<file path="src/rtl/mod12_display_driver_pkg.sv">
// Shared constants and types for the mod-12 two-digit display driver.
// Segment order is {g,f,e,d,c,b,a}, active-high.
package mod12_disp_pkg;

  localparam logic [6:0] SEG_DIGIT [0:9] = '{
    7'h3F, 7'h06, 7'h5B, 7'h4F, 7'h66,
    7'h6D, 7'h7D, 7'h07, 7'h7F, 7'h6F
  };
  localparam logic [6:0] SEG_BLANK = 7'h00;
  localparam logic [6:0] SEG_DASH  = 7'h40;
  localparam logic [3:0] MOD12_MAX = 4'd11;

  typedef enum logic {
    UNITS = 1'b0,
    TENS  = 1'b1
  } scan_state_e;

endpackage

</file>
<file path="src/rtl/seg7_decoder.sv">
// Combinational 7-segment decoder; dash takes priority over blank,
// and non-decimal digits decode as blank.
module seg7_decoder
  import mod12_disp_pkg::*;
(
  input  logic [3:0] digit_i,
  input  logic       blank_i,
  input  logic       dash_i,
  output logic [6:0] seg_o
);

  // Pattern select: dash, blank or decimal glyph.
  always_comb begin
    seg_o = SEG_BLANK;
    if (dash_i) begin
      seg_o = SEG_DASH;
    end else if (blank_i) begin
      seg_o = SEG_BLANK;
    end else begin
      case (digit_i)
        4'd0:    seg_o = SEG_DIGIT[0];
        4'd1:    seg_o = SEG_DIGIT[1];
        4'd2:    seg_o = SEG_DIGIT[2];
        4'd3:    seg_o = SEG_DIGIT[3];
        4'd4:    seg_o = SEG_DIGIT[4];
        4'd5:    seg_o = SEG_DIGIT[5];
        4'd6:    seg_o = SEG_DIGIT[6];
        4'd7:    seg_o = SEG_DIGIT[7];
        4'd8:    seg_o = SEG_DIGIT[8];
        4'd9:    seg_o = SEG_DIGIT[9];
        default: seg_o = SEG_BLANK;
      endcase
    end
  end

endmodule

</file>
<file path="src/rtl/mod12_display_driver.sv">
// Two-digit multiplexed 7-segment driver for a mod-12 counter value,
// with per-frame snapshot, 11->0 rollover pulse and out-of-range flag.
module mod12_display_driver
  import mod12_disp_pkg::*;
#(
  parameter int REFRESH_DIV    = 4,
  parameter bit BLANK_LZ       = 1'b1,
  parameter bit SEG_ACTIVE_LOW = 1'b0
) (
  input  logic       clock,
  input  logic       reset,
  input  logic [3:0] count,
  output logic [6:0] seg,
  output logic [1:0] an,
  output logic       rollover,
  output logic       err
);

  localparam int              PRE_W   = (REFRESH_DIV > 2) ? $clog2(REFRESH_DIV) : 1;
  localparam logic [PRE_W-1:0] PRE_MAX = PRE_W'(REFRESH_DIV - 1);
  localparam logic [6:0]      SEG_OFF = SEG_ACTIVE_LOW ? ~SEG_BLANK : SEG_BLANK;

  logic [3:0]       count_q, disp_q, disp_d;
  logic [PRE_W-1:0] pre_q, pre_d;
  scan_state_e      state_q, state_d;
  logic             first_q;
  logic [6:0]       seg_q, seg_d;
  logic [1:0]       an_q, an_d;
  logic             rollover_q, rollover_d;
  logic             err_q, err_d;

  logic             tick_s;
  logic [3:0]       tens_s, units_s, sel_digit_s;
  logic             sel_blank_s, dash_s;
  logic [6:0]       pat_s;

  // Prescaler, scan FSM next state and frame snapshot.
  always_comb begin
    tick_s  = (pre_q == PRE_MAX);
    pre_d   = tick_s ? '0 : pre_q + PRE_W'(1);
    state_d = state_q;
    case (state_q)
      UNITS: begin
        if (tick_s) state_d = TENS;
        else        state_d = UNITS;
      end
      TENS: begin
        if (tick_s) state_d = UNITS;
        else        state_d = TENS;
      end
      default: state_d = UNITS;
    endcase
    // Snapshot only between frames so a frame never mixes two values.
    if (first_q || (state_q == TENS && tick_s)) begin
      disp_d = count_q;
    end else begin
      disp_d = disp_q;
    end
  end

  // Digit split, selected-digit mux and output-register next values.
  always_comb begin
    dash_s = (disp_q > MOD12_MAX);
    if (disp_q >= 4'd10) begin
      tens_s  = 4'd1;
      units_s = disp_q - 4'd10;
    end else begin
      tens_s  = 4'd0;
      units_s = disp_q;
    end
    if (state_q == TENS) begin
      sel_digit_s = tens_s;
      sel_blank_s = BLANK_LZ && (tens_s == 4'd0);
      an_d        = 2'b10;
    end else begin
      sel_digit_s = units_s;
      sel_blank_s = 1'b0;
      an_d        = 2'b01;
    end
    seg_d      = SEG_ACTIVE_LOW ? ~pat_s : pat_s;
    rollover_d = (count_q == MOD12_MAX) && (count == 4'd0);
    err_d      = dash_s;
  end

  seg7_decoder u_dec (
    .digit_i (sel_digit_s),
    .blank_i (sel_blank_s),
    .dash_i  (dash_s),
    .seg_o   (pat_s)
  );

  // State and output registers.
  always_ff @(posedge clock or posedge reset) begin
    if (reset) begin
      count_q    <= 4'd0;
      disp_q     <= 4'd0;
      pre_q      <= '0;
      state_q    <= UNITS;
      first_q    <= 1'b1;
      seg_q      <= SEG_OFF;
      an_q       <= 2'b00;
      rollover_q <= 1'b0;
      err_q      <= 1'b0;
    end else begin
      count_q    <= count;
      disp_q     <= disp_d;
      pre_q      <= pre_d;
      state_q    <= state_d;
      first_q    <= 1'b0;
      seg_q      <= seg_d;
      an_q       <= an_d;
      rollover_q <= rollover_d;
      err_q      <= err_d;
    end
  end

  assign seg      = seg_q;
  assign an       = an_q;
  assign rollover = rollover_q;
  assign err      = err_q;

endmodule

</file>
<file path="config.mk">
export PLATFORM = sky130hd
export DESIGN_NAME = mod12_display_driver
export DESIGN_NICKNAME = d
export VERILOG_FILES = /design/src/rtl/mod12_display_driver_pkg.sv /design/src/rtl/seg7_decoder.sv /design/src/rtl/mod12_display_driver.sv
export SDC_FILE = /design/constraint.sdc
export NUM_CORES = 1
export LEC_CHECK = 0
export BUFFER_PORTS_ARGS = -buffer_cell sky130_fd_sc_hd__clkbuf_2
export CORE_MARGIN = 1
export CORE_UTILIZATION = 30
export CTS_CLUSTER_SIZE = 20
export DETAILED_ROUTE_END_ITERATION = 7
export GPL_TIMING_DRIVEN = 0
export PLACE_DENSITY = 0.55
export SLEW_MARGIN = 40
export SYNTH_ARGS = -nofsm -noshare
export SYNTH_HDL_FRONTEND = slang
export SYNTH_SLANG_ARGS = --single-unit
</file>
<file path="constraint.sdc">
create_clock -name clock -period 2.56 [get_ports clock]
set_input_delay 0.512 -clock clock [delete_from_list [all_inputs] [get_ports clock]]
set_output_delay 0.512 -clock clock [all_outputs]
set_load 0.01 [all_outputs]
</file>
; ---- Word-level counts from Yosys, hierarchy flattened
; Memories as Yosys holds them, arrays and structs flattened.
; Cells that the tools add are included.
[op_classes]
n_reduce_logical = 5
order_cmp = 2
n_shift = 0
div = 0
multipliers = 0
eq_ne = 2
addsub = 2
bitwise = 1
mux = 11
[op_table]
columns = op, n
row1 = $mux W7, 2
row2 = $logic_not A4 Y1, 2
row3 = $mux W4, 2
row4 = $eq A4 B4 Y1 const B, 1
row5 = $ge A4 B4 Y1 const B, 1
row6 = $gt A4 B4 Y1 const B, 1
row7 = $mux W1, 4
row8 = $mux W2, 2
row9 = $sub A4 B4 Y4 const B, 1
row10 = $add A2 B1 Y2 const B, 1
row11 = $eq A2 B2 Y1 const B, 1
row12 = $logic_and A1 B1 Y1, 2
row13 = $pmux W1 S2, 1
row14 = $logic_or A1 B1 Y1, 1
row15 = $not A1 Y1, 1
[totals]
mem_bits_ro = 112
word_cells = 33
memories = 1
ff_bits = 23
ramBits = 0
latch_bits = 0
[mem_list]
columns = name, depth, width, read_ports, rd_ports_with_merged_regs, wr, line
row1 = (no name shown), 16, 7, 1, 0, 0, seg7_decoder.sv:20  ; case (digit_i)

; ---- Depth between registers and ports, before layout
; Gate-level depths: netlist of run 1.
[depth]
word_depth = 6
depth_mapped = 8

; ---- By module
; From an unflattened synthesis of run 1, not the netlist that was laid out.
[hier_totals]
hier_cells = 79
hier_area_um2 = 1026.0
[by_module_without_submodules]
columns = module, cells_each, instances, area_per_inst_um2
row1 = mod12_display_driver, 50, 1, 777.0
row2 = seg7_decoder, 29, 1, 249.0

; ---- Least setup slack after synthesis of run 1
; No wires, ideal clock.
[synth_timing]
path_type = flip-flop to flip-flop
startpoint = register disp_q[1]
endpoint = register seg_q[6], in the netlist seg[6]
stages_incl_launch_ff = 9
slack_ns = 0.680
arrival_ns = 1.797
path_buffers = 1
synth_period_minus_slack_ns = 1.880
required_time_ns = 2.477
setup_ns = 0.083
cell_sequence = dfrtp_1 > buf_2 > o21a_1 > mux2i_1 > inv_1 > ha_1 > a2111oi_2 > a211oi_1 > o21ai_0
[synth_between]
elab_chain_cells = 6
word_cells_on_any_way = 11
classes_between = add/sub (1) / order compare (2) / mux (6) / reduce/logical (1) / memory (1)
[synth_lines]
columns = item, line
row1 = from (decl), mod12_display_driver.sv:23  ; logic [3:0] count_q, disp_q, disp_d;
row2 = from (signal assigned), mod12_display_driver.sv:106  ; disp_q <= disp_d;
row3 = $sub A4 B4 Y4 or $ge A4 B4 Y1 (tied branches), "mod12_display_driver.sv:66, mod12_display_driver.sv:64"
row4 = $mux W4 or $mux W1 (tied branches), mod12_display_driver.sv:64  ; if (disp_q >= 4'd10) begin
row5 = $mux W4 or $logic_not A4 Y1 (tied branches), "mod12_display_driver.sv:71, mod12_display_driver.sv:73"
row6 = $mem_v2 Z16 W7 or $mux W1 (tied branches), --
row7 = $mux W7, seg7_decoder.sv:17  ; end else if (blank_i) begin
row8 = $mux W7 *, seg7_decoder.sv:15  ; if (dash_i) begin
row9 = via pat_s[6], mod12_display_driver.sv:35  ; logic [6:0] pat_s;
row10 = to (signal assigned), mod12_display_driver.sv:110  ; seg_q <= seg_d;
row11 = to (decl), mod12_display_driver.sv:27  ; logic [6:0] seg_q, seg_d;
; The timed path passes the listed nets; every way through them passes the cells marked *.
; A chain may end at the register's enable or synchronous reset.

; ---- Final worst setup path of run 1
; Same ends and word-level chain as after synthesis.

==> metrics.txt, run 1 <==
Area Overhead vs Synth 15.5%; commonest non-fill, non-tap cells in the layout dfrtp_1 (22), clkbuf_2 (16), ha_1 (8); Clock Path Buffers 2; Synth area leaders dfrtp_1 (51%), ha_1 (9.3%), mux2_2 (4.2%); vias per cell around 4.7; PD cells ~570 mW/mm²; crit start category flop; Multi-input gate area around 450 µm²; R2R Setup Slk about 0.40 ns; sequential cell area a little under 600 µm²; Max FO, Critical Path 9; H-tree lvl count 1; Hold WS ~0.18 ns; layout cells sized above 1 35.2%; FP Rows 21; Syn Area/Cell approximately 12 µm²; most common cell after layout, fill and taps aside dfrtp_1; critical path class flop to flop; Avg WL per Cell 10.8 µm; IO buf count 16; via count between 700 and 800; DRC viols 0; WP data arrival between 2 and 2.5 ns; root buf cell clkbuf_4; GPL Wtd Cong approximately 0.79; Post-CTS Setup Bufs 0; CP Capture Type flop; reg2reg path depth 8; DP HPWL approximately 1.3 mm; Tot GR Track Use roughly a tenth; status finished clean; Final TNS setup 0 ns; post-synthesis cell count 88; Yosys top cell by area dfrtp_1; clock tree from TritonCTS built; IO Count 17; Synth cell types 30; CTS Buf Count 3; area share of the largest cell type after synthesis about half; register bit total from synthesis 23; clock sink total 23; antenna violations before repair 0; clk_skew 0.00681 ns; CP peak stage delay 0.38 ns; Max VDD drop 292 µV; Post-Route WL 1.67 mm; final-layout fill cell count around 340; CP Buf/Inv Count 2; grt total ovfl 0; Die Y approximately 62 µm; drt first pass iters 4; Design Area, Final roughly 0.0012 mm²; maximum number of pins on one net before global-route repair 24; fin. max-slew vios 0; Largest delay share family, worst path compound AO/OA/AOI/OAI gates; Initial Util between 30% and 40%; Max Clk Rate approximately 460 MHz; Static Leakage around 0.6 nW; post-CTS sizing 0; drt initial violations 8; Clock Latency Late Sink roughly 0.31 ns; min cycle time layout ~2.2 ns; Antenna diodes 0; core area around 0.0034 mm²; first-pass GRT wire length 2.83 mm; number of global-route vias before repair ~630; placed inst area 0.00122 mm²; max-capacitance violation count 0; worst r2r src disp_q[1]; critical path launch point disp_q[1]; Die W between 60 and 70 µm; final setup fails 0; syn_nets 102; RSZ-0062 raised after global routing false; ANT nets after route 0; Worst Path Required roughly 2.8 ns; nets 123; DIE AREA between 0.003 and 0.004 mm²; worst path cell trace buf_2, o21a_1, mux2i_1, inv_1, ha_1, a2111oi_2, a211oi_1, o21ai_0; register area share after synthesis between 50% and 60%; Final Hold Fails 0; Hold WC Path Type input port to asynchronous set/reset pin; CP max stage cell mux2i_1; CTS Hold Bufs 0; RR Endpoint seg[6]; Syn. warnings 0; Worst-path clk slew around 0.13 ns; final period utilization between 80 and 90%; Syn Std Cell Area approximately 0.0011 mm²
## synthesized netlist by cell type
cell,instances
a31oi_1,1
or4_1,1
a211oi_1,1
conb_1,1
ha_1,8
nor4bb_1,1
nor2b_4,1
inv_1,7
o21a_1,3
dfrtp_1,22
a21oi_2,2
a41o_1,1
mux2_4,1
nand2_1,7
mux2i_1,2
buf_6,1
mux2_2,4
o21ai_0,2
a211oi_4,1
a211o_1,1
a21oi_1,6
dfstp_2,1
nor3b_1,1
a31o_2,1
o21ai_2,1
a2111oi_2,1
nor2_1,5
buf_2,2
nand4b_1,1
a211oi_2,1
## registers in the layout (all words and copies together), names as in the netlist
register	flops
an	2
count_q	4
disp_q	4
err	1
first_q	1
pre_q	2
rollover	1
seg	7
state_q	1
## layer usage
metal / global-route usage [%] / vias up / share of wire [%]
met5: 0 / - / 0
met4: 4.76 / 0 / 2.6
met3: 1.86 / 4 / 4.0
met2: 15.7 / 18 / 48
met1: 13.9 / 349 / 45
li1: - / 346 / -
## how the worst max path moves through the flow
stage          cells past startpoint      to  slack (ns)
6_report                           8  seg[6]        0.40
5_1_grt                            8  seg[6]        0.21
4_1_cts                            8  seg[6]        0.37
3_5_place_dp                       8  seg[6]        0.40
3_3_place_gp                       8  seg[6]        0.42
2_1_floorplan                      8  seg[6]        0.68
## power breakdown
group / internal (mW) / total, mW / leakage, nW / switching [mW]
Sequential: 0.387 / 0.398 / 0.272 / 0.0107
Combinational: 0.0662 / 0.149 / 0.316 / 0.0823
Clock: 0.0595 / 0.167 / 0.0139 / 0.108
## metrics by stage
stage | setup WS (ns) | power, mW | utilization (%) | instances
after floorplan | 0.680 | 0.517 | - | 88
after global placement | 0.418 | 0.553 | 35.9 | 150
after detailed placement | 0.402 | 0.555 | 35.9 | 150
after CTS | 0.368 | 0.733 | 36.8 | 154
after global routing | 0.213 | 0.763 | 36.8 | 154
final | 0.398 | 0.714 | 36.8 | 154
## layout make-up
cell class                 instances  share of cell area, %
buffer                             3                   1.71
clock buffer                       3                   1.81
clock inverter                     1                  0.602
inverter                           7                   2.11
multi-input combinational         55                   36.4
sequential                        23                   46.3
tap                               46                   4.62
timing repair buffer              16                   6.43
## logic make-up after synthesis
family | synth area share (%)
AO/OA/AOI/OAI | 16.5
adder cells (fa/ha/maj) | 9.28
buffers and inverters | 4.41
flip-flops | 53.5
multiplexers | 7.42
other | 0.348
AND/OR/NAND/NOR | 8.59
## worst reg2reg max path: stages, from the launching register on
cell	delay, ns
dfrtp_1	0.37
buf_2	0.17
o21a_1	0.22
mux2i_1	0.38
inv_1	0.13
ha_1	0.23
a2111oi_2	0.35
a211oi_1	0.09
o21ai_0	0.15
(Power assumes the default switching activity.)
==> run 2, diff against run 1 <==
--- a/config.mk
+++ b/config.mk
@@ -5,6 +5,7 @@
 export SDC_FILE = /design/constraint.sdc
 export NUM_CORES = 1
 export LEC_CHECK = 0
+export ABC_AREA = 1
 export BUFFER_PORTS_ARGS = -buffer_cell sky130_fd_sc_hd__clkbuf_2
 export CORE_MARGIN = 1
 export CORE_UTILIZATION = 30
==> constraint.sdc (replaced) <==
create_clock -name clock -period 2.1 [get_ports clock]
set_input_delay 0.42 -clock clock [delete_from_list [all_inputs] [get_ports clock]]
set_output_delay 0.42 -clock clock [all_outputs]
set_load 0.01 [all_outputs]
==> run 2 against run 1 <==
  * Die area shrank 5.9%
  * Final area shrank 5.6%
  * Global-route usage grew 0.33 points
  * Largest cell class unchanged
  * Critical path type unchanged
  * Area after synthesis shrank 6.0%
  * Highest routed layer is now met3
==> metrics.txt, run 2 <==
status finished clean (unchanged); Static Leakage 0.653 nW (was 0.601 nW); Syn. warnings 0 (unchanged); number of global-route vias before repair 710 (was 628); Most Used Layer, Global Route met2 (unchanged); maximum number of pins on one net before global-route repair 24 (unchanged); register area share after synthesis 56.9% (was 53.5%); first-pass GRT wire length 2.82 mm (was 2.83 mm); Yosys top cell by area dfrtp_1 (unchanged); Clock Latency Late Sink 0.30 ns (was 0.31 ns); Initial Util 32.4% (was 31.8%); critical path class flop to flop (unchanged); commonest non-fill, non-tap cells in the layout dfrtp_1 (22), nor2_1 (17), nand2_1 (16), clkbuf_2 (16), inv_1 (14) (was dfrtp_1 (22), clkbuf_2 (16), ha_1 (8)); post-CTS sizing 0 (unchanged); CP Capture Type flop (unchanged); fin. max-slew vios 0 (unchanged); Max VDD drop 508 µV (was 292 µV); clock tree from TritonCTS built (unchanged); Tot Pwr 0.852 mW (was 0.714 mW); ANT nets after route 0 (unchanged); Worst-path clk slew 0.12 ns (was 0.13 ns); clk_skew 0.00438 ns (was 0.00681 ns); via count 698 (was 717); PnR worst setup slack 0.386 ns (was 0.398 ns); fin util 37.6% (was 36.8%); largest family of logic cells by synthesized area simple AND/OR/NAND/NOR gates (was compound AO/OA/AOI/OAI gates); RSZ-0062 raised after global routing false (unchanged); Post-CTS Setup Bufs 0 (unchanged); min cycle time layout 1.71 ns (was 2.16 ns); Post-synth EDFFs 0 (unchanged); final setup fails 0 (unchanged); IO Count 17 (unchanged); syn_nets 118 (was 102); DRC viols 0 (unchanged); register bit total from synthesis 23 (unchanged); most common cell after layout, fill and taps aside dfrtp_1 (unchanged); Avg WL per Cell 9.46 µm (was 10.8 µm); Place WS 0.186 ns (was 0.402 ns); cell with the most instances after synthesis dfrtp_1 (unchanged); core area 0.00313 mm² (was 0.00339 mm²); sw power 0.244 mW (was 0.201 mW); Max Clk Rate 583 MHz (was 463 MHz); Die Y 60.1 µm (was 62.0 µm); GPL Wtd Cong 0.765 (was 0.787); Placed Cells 164 (was 150); Logic pwr share 20.4% (was 20.8%); Worst Path Required 2.33 ns (was 2.79 ns); mux contribution to synthesized area 1.11% (was 7.42%); IO buf count 16 (unchanged); area share of the largest cell type after synthesis 54.3% (was 51.0%); met2 usage 19.0% (was 15.7%); Synth Area in Compound Gates 3.33% (was 16.5%); synth cell count leaders dfrtp_1 (22), nor2_1 (17), nand2_1 (16) (was dfrtp_1 (22), ha_1 (8), inv_1 (7), nand2_1 (7), a21oi_1 (6)); DIE AREA 0.00361 mm² (was 0.00384 mm²); nets 139 (was 123); Hold WC Path Type input port to asynchronous set/reset pin (unchanged); Clk pwr share 22.5% (was 23.4%); max FFs per register 7 (unchanged); FP Rows 20 (was 21); M3 GR Usage 4.98% (was 1.86%); adder and majority cell fraction of the synthesized area 9.88% (was 9.28%); Synth cell types 18 (was 30); placed inst area 0.00115 mm² (was 0.00122 mm²); drt first pass iters 4 (unchanged); Syn Std Cell Area 0.00101 mm² (was 0.00108 mm²); XOR/XNOR share of the synthesized area 0% (unchanged); clock sink total 23 (unchanged); grt met1 use 11.5% (was 13.9%); final period utilization 81.6% (was 84.4%); Max FO, Critical Path 5 (was 9); Final Hold Fails 0 (unchanged); sw frac 28.7% (was 28.1%); leading register cell type out of synthesis dfrtp_1 (unchanged); Antenna diodes 0 (unchanged); grt total ovfl 0 (unchanged); layout cells sized above 1 27.4% (was 35.2%); Final TNS setup 0 ns (unchanged); CTS Hold Bufs 0 (unchanged); root buf cell clkbuf_4 (unchanged); Synth Area in Simple Gates 22.5% (was 8.58%); post-synthesis cell count 104 (was 88); DP HPWL 1.27 mm (about the same); CTS Buf Count 3 (unchanged); Post-Layout Cell Count 168 (was 154); PD cells 724 mW/mm² (was 573 mW/mm²); Syn Area/Cell 9.74 µm² (was 12.3 µm²); Clock Path Buffers 2 (unchanged); WP data arrival 1.95 ns (was 2.40 ns); H-tree lvl count 1 (unchanged); Area Overhead vs Synth 16.0% (was 15.5%); drt initial violations 5 (was 8); antenna violations before repair 0 (unchanged); Synth area leaders dfrtp_1 (54%), ha_1 (9.9%), nor2_1 (6.3%) (was dfrtp_1 (51%), ha_1 (9.3%), mux2_2 (4.2%)); Tot GR Track Use 10.5% (was 10.2%); Async SR Flop Fraction 100% (unchanged); Die W 60.1 µm (was 62.0 µm); Post-Route WL 1.59 mm (was 1.67 mm); Hold WS 0.0945 ns (was 0.180 ns); crit start category flop (unchanged); max-capacitance violation count 0 (unchanged); register share of total power 57.1% (was 55.8%); vias per cell 4.15 (was 4.66); Design Area, Final 0.00118 mm² (was 0.00125 mm²); P_int 0.607 mW (was 0.513 mW)
-- run 2: cell count changes after synthesis, sizes merged, moves of 4 or more --
cell | before | now
nand2 | 7 | 24
nor2 | 5 | 17
inv | 7 | 16
nand3 | 0 | 5
a21oi | 8 | 4
mux2 | 5 | 1
-- run 2: final timing paths --
| check | start | endpoint | slack, ns | cells after the start |
|---|---|---|---|---|
| max | disp_q[3] | seg[3] | 0.39 | 10 |
| min | reset | pre_q[1] | 0.09 | 2 |
| max reg2reg | disp_q[3] | seg[3] | 0.39 | 10 |
| min reg2reg | pre_q[0] | pre_q[0] | 0.44 | 1 |
| max in group asynchronous | reset | first_q | 1.67 | 2 |
| min in group clock | count[2] | count_q[2] | 0.22 | 1 |
-- run 2: per-layer routing --
layer	routed length [µm]	share of wire [%]
met4	0	0
met5	0	0
met1	660	42
met3	100	6.3
met2	828	52
-- run 2: worst max-delay path, stage by stage (launching register included) --
cell     delay, ns
dfrtp_1       0.44
nand2_2       0.12
nand2_2       0.08
o21ai_1       0.33
inv_1         0.11
ha_1          0.21
inv_1         0.05
nand2_1       0.05
nand2_1       0.08
nor2_1        0.05
nor2_1        0.10
-- run 2: cell families after synthesis --
group / Yosys count
AO/OA/AOI/OAI: 6
adder cells (fa/ha/maj): 8
buffers and inverters: 16
flip-flops: 23
multiplexers: 1
other: 1
AND/OR/NAND/NOR: 49
-- run 2: final cells by class --
type                       instances  area [µm²]
clock inverter                     1        5.00
tap                               44        55.1
inverter                          16        60.1
fill                             312        1950
clock buffer                       3        22.5
sequential                        23         577
multi-input combinational         65         377
timing repair buffer              16        80.1
-- run 2: power groups by stage --
stage | registers, mW | clock network, mW | logic (mW)
2_1_floorplan | 0.504 | 0 | 0.116
3_3_place_gp | 0.494 | 0 | 0.173
3_5_place_dp | 0.496 | 0 | 0.177
4_1_cts | 0.487 | 0.206 | 0.177
5_1_grt | 0.490 | 0.222 | 0.204
6_report | 0.486 | 0.191 | 0.174
==> run 3, diff against run 2 <==
--- a/config.mk
+++ b/config.mk
@@ -12,7 +12,7 @@
 export CTS_CLUSTER_SIZE = 20
 export DETAILED_ROUTE_END_ITERATION = 7
 export GPL_TIMING_DRIVEN = 0
-export PLACE_DENSITY = 0.55
+export PLACE_DENSITY = 0.57
 export SLEW_MARGIN = 40
 export SYNTH_ARGS = -nofsm -noshare
 export SYNTH_HDL_FRONTEND = slang
==> constraint.sdc (replaced) <==
create_clock -name clock -period 1.56 [get_ports clock]
set_input_delay 0.312 -clock clock [delete_from_list [all_inputs] [get_ports clock]]
set_output_delay 0.312 -clock clock [all_outputs]
set_load 0.01 [all_outputs]
==> run 3 against run 2 <==
  * Clock power up 45%
  * Cell count up 4.8%
  * Sequential power is 35% higher
  * First-iteration DRC count increased to 3.4 times the previous value
  * Combinational power is 74% higher
  * Highest routed layer is now met4
==> metrics.txt, run 3 (same netlist as run 2, synthesis figures left out) <==
clock sink total 23 (unchanged); Min-Delay Path Depth 1; Hold Crit Start count[2]; ANT nets after route 0 (unchanged); Die Y 60.1 µm (unchanged); Placed Cells 164 (unchanged); max-capacitance violation count 0 (unchanged); most common cell after layout, fill and taps aside dfrtp_1 (unchanged); WP data arrival 1.80 ns (was 1.95 ns); layout cells sized above 1 43.2% (was 27.4%); grt total ovfl 0 (unchanged); Hold WS 0.0954 ns (was 0.0945 ns); Die W 60.1 µm (unchanged); drt first pass iters 4 (unchanged); drt initial violations 17 (was 5); Place WS -0.137 ns (was 0.186 ns); min cycle time layout 1.55 ns (was 1.71 ns); RR Endpoint seg[5] (was seg[3]); Max Clk Rate 647 MHz (was 583 MHz); reg2reg path depth 10 (unchanged); Routed met1 length 786 µm (was 660 µm); DRC viols 0 (unchanged); routed length on met3 74 µm (was 100 µm); H-tree lvl count 1 (unchanged); nets 147 (was 139); Hold WC Path Type input port to flop (was input port to asynchronous set/reset pin); final period utilization 99.1% (was 81.6%); Max Used Layer met4 (was met3); Max FO, Critical Path 5 (unchanged); Antenna diodes 0 (unchanged); Tot Pwr 1.23 mW (was 0.852 mW); core area 0.00313 mm² (unchanged); Tot GR Track Use 10.2% (was 10.5%); DR WL met2 899 µm (was 828 µm); Final Hold Fails 0 (unchanged); Clock Path Buffers 2 (unchanged); Worst-path clk slew 0.13 ns (was 0.12 ns); fin. max-slew vios 0 (unchanged); FP Rows 20 (unchanged); number of global-route vias before repair 687 (was 710); first-pass GRT wire length 2.69 mm (was 2.82 mm); Initial Util 32.4% (unchanged); Area Overhead vs Synth 31.7% (was 16.0%); maximum number of pins on one net before global-route repair 24 (unchanged); antenna violations before repair 0 (unchanged); final setup fails 0 (unchanged); via count 739 (was 698); PD cells 924 mW/mm² (was 724 mW/mm²); CTS Buf Count 3 (unchanged); root buf cell clkbuf_4 (unchanged); Max VDD drop 678 µV (was 508 µV); Post-Route WL 1.78 mm (was 1.59 mm); PnR worst setup slack 0.0144 ns (was 0.386 ns); Hold Path End count_q[2]; CP Capture Type flop (unchanged); worst r2r src disp_q[3] (unchanged); clk_skew 0.00729 ns (was 0.00438 ns); Avg WL per Cell 10.1 µm (was 9.46 µm); DIE AREA 0.00361 mm² (unchanged); Worst Path Required 1.82 ns (was 2.33 ns); crit start category flop (unchanged); Static Leakage 0.705 nW (was 0.653 nW); RSZ-0062 raised after global routing true (was false); clock tree from TritonCTS built (unchanged); Post-Layout Cell Count 176 (was 168); DP HPWL 1.22 mm (was 1.27 mm); critical path class flop to flop (unchanged); commonest non-fill, non-tap cells in the layout dfrtp_1 (21), clkbuf_2 (16), nor2_1 (15) (was dfrtp_1 (22), nor2_1 (17), nand2_1 (16), clkbuf_2 (16), inv_1 (14)); IO Count 17 (unchanged); GPL Wtd Cong 0.819 (was 0.765); R2R Setup Slk 0.01 ns (was 0.39 ns); IO buf count 16 (unchanged); status finished clean (unchanged); vias per cell 4.20 (was 4.15); Clock Latency Late Sink 0.32 ns (was 0.30 ns); max FFs per register 7 (unchanged)
[run 3: cell types whose count changed in the layout (fill, tap and decap cells not counted), moves of 2 or more]
cell / change
nor2_1: -2
inv_2: +5
buf_4: +6
nand2_4: +2
ha_4: +3
ha_1: -3
nand2_1: -2
nand3_1: -2
inv_1: -5
[run 3: cell type report]
type	count	area, µm²
Fill cell	314	1790
Sequential cell	23	578
Multi-Input combinational cell	65	468
Timing Repair Buffer	24	146
Inverter	16	60.1
Tap cell	44	55.1
Clock buffer	3	22.5
Clock inverter	1	5.00
[run 3: worst max path at each step]
stage,from,slack [ns],to,cells past startpoint
after detailed placement,disp_q[3],-0.14,seg[6],10
after global routing,disp_q[3],-0.08,seg[5],10
after floorplan,pre_q[0],0.07,disp_q[3],4
after global placement,disp_q[3],-0.1,seg[6],10
final,disp_q[3],0.01,seg[5],10
after CTS,disp_q[3],0.002,seg[6],10
[run 3: worst max-delay path, cell delays in order, from the launching register on]
cell and delay, ns:
dfrtp_1 0.45, nand2_2 0.14, nand2_4 0.08, o21ai_4 0.22, inv_2 0.09, ha_4 0.16
inv_2 0.05, nand3_2 0.07, nand2_1 0.07, nor2_1 0.05, nor2_1 0.09
[run 3: per-stage QoR]
| step | area, µm² | setup TNS, ns | util (%) |
|---|---|---|---|
| floorplan | 1010 | 0 | - |
| CTS | 1210 | 0 | 38.8 |
| detailed placement | 1150 | -0.531 | 36.7 |
| finish | 1340 | 0 | 42.7 |
| global route | 1340 | -0.307 | 42.7 |
| global placement | 1150 | -0.347 | 36.7 |
[run 3: where the power goes]
group          switching (mW)  internal (mW)  total (mW)  leakage, nW
clock                   0.180         0.0962       0.276       0.0177
sequential             0.0166          0.639       0.655        0.273
combinational           0.182          0.121       0.302        0.414
total                   0.379          0.855        1.23        0.705
[run 3: metal layers]
layer  up-vias  GRT usage (%)
li1        375              -
met1       345           11.5
met2        17           17.0
met3         2           4.76
met4         0           3.32
met5         -              0
[run 3: timing repair]
item                                    in CTS  in global routing
hold buffers                                 1                  0
gates cloned                                 0                  0
setup buffers                                1                  6
endpoints found under the setup margin       7                  5
hold endpoints to repair                    22                  0
pin swaps                                    0                 11
resized for setup                            5                 20
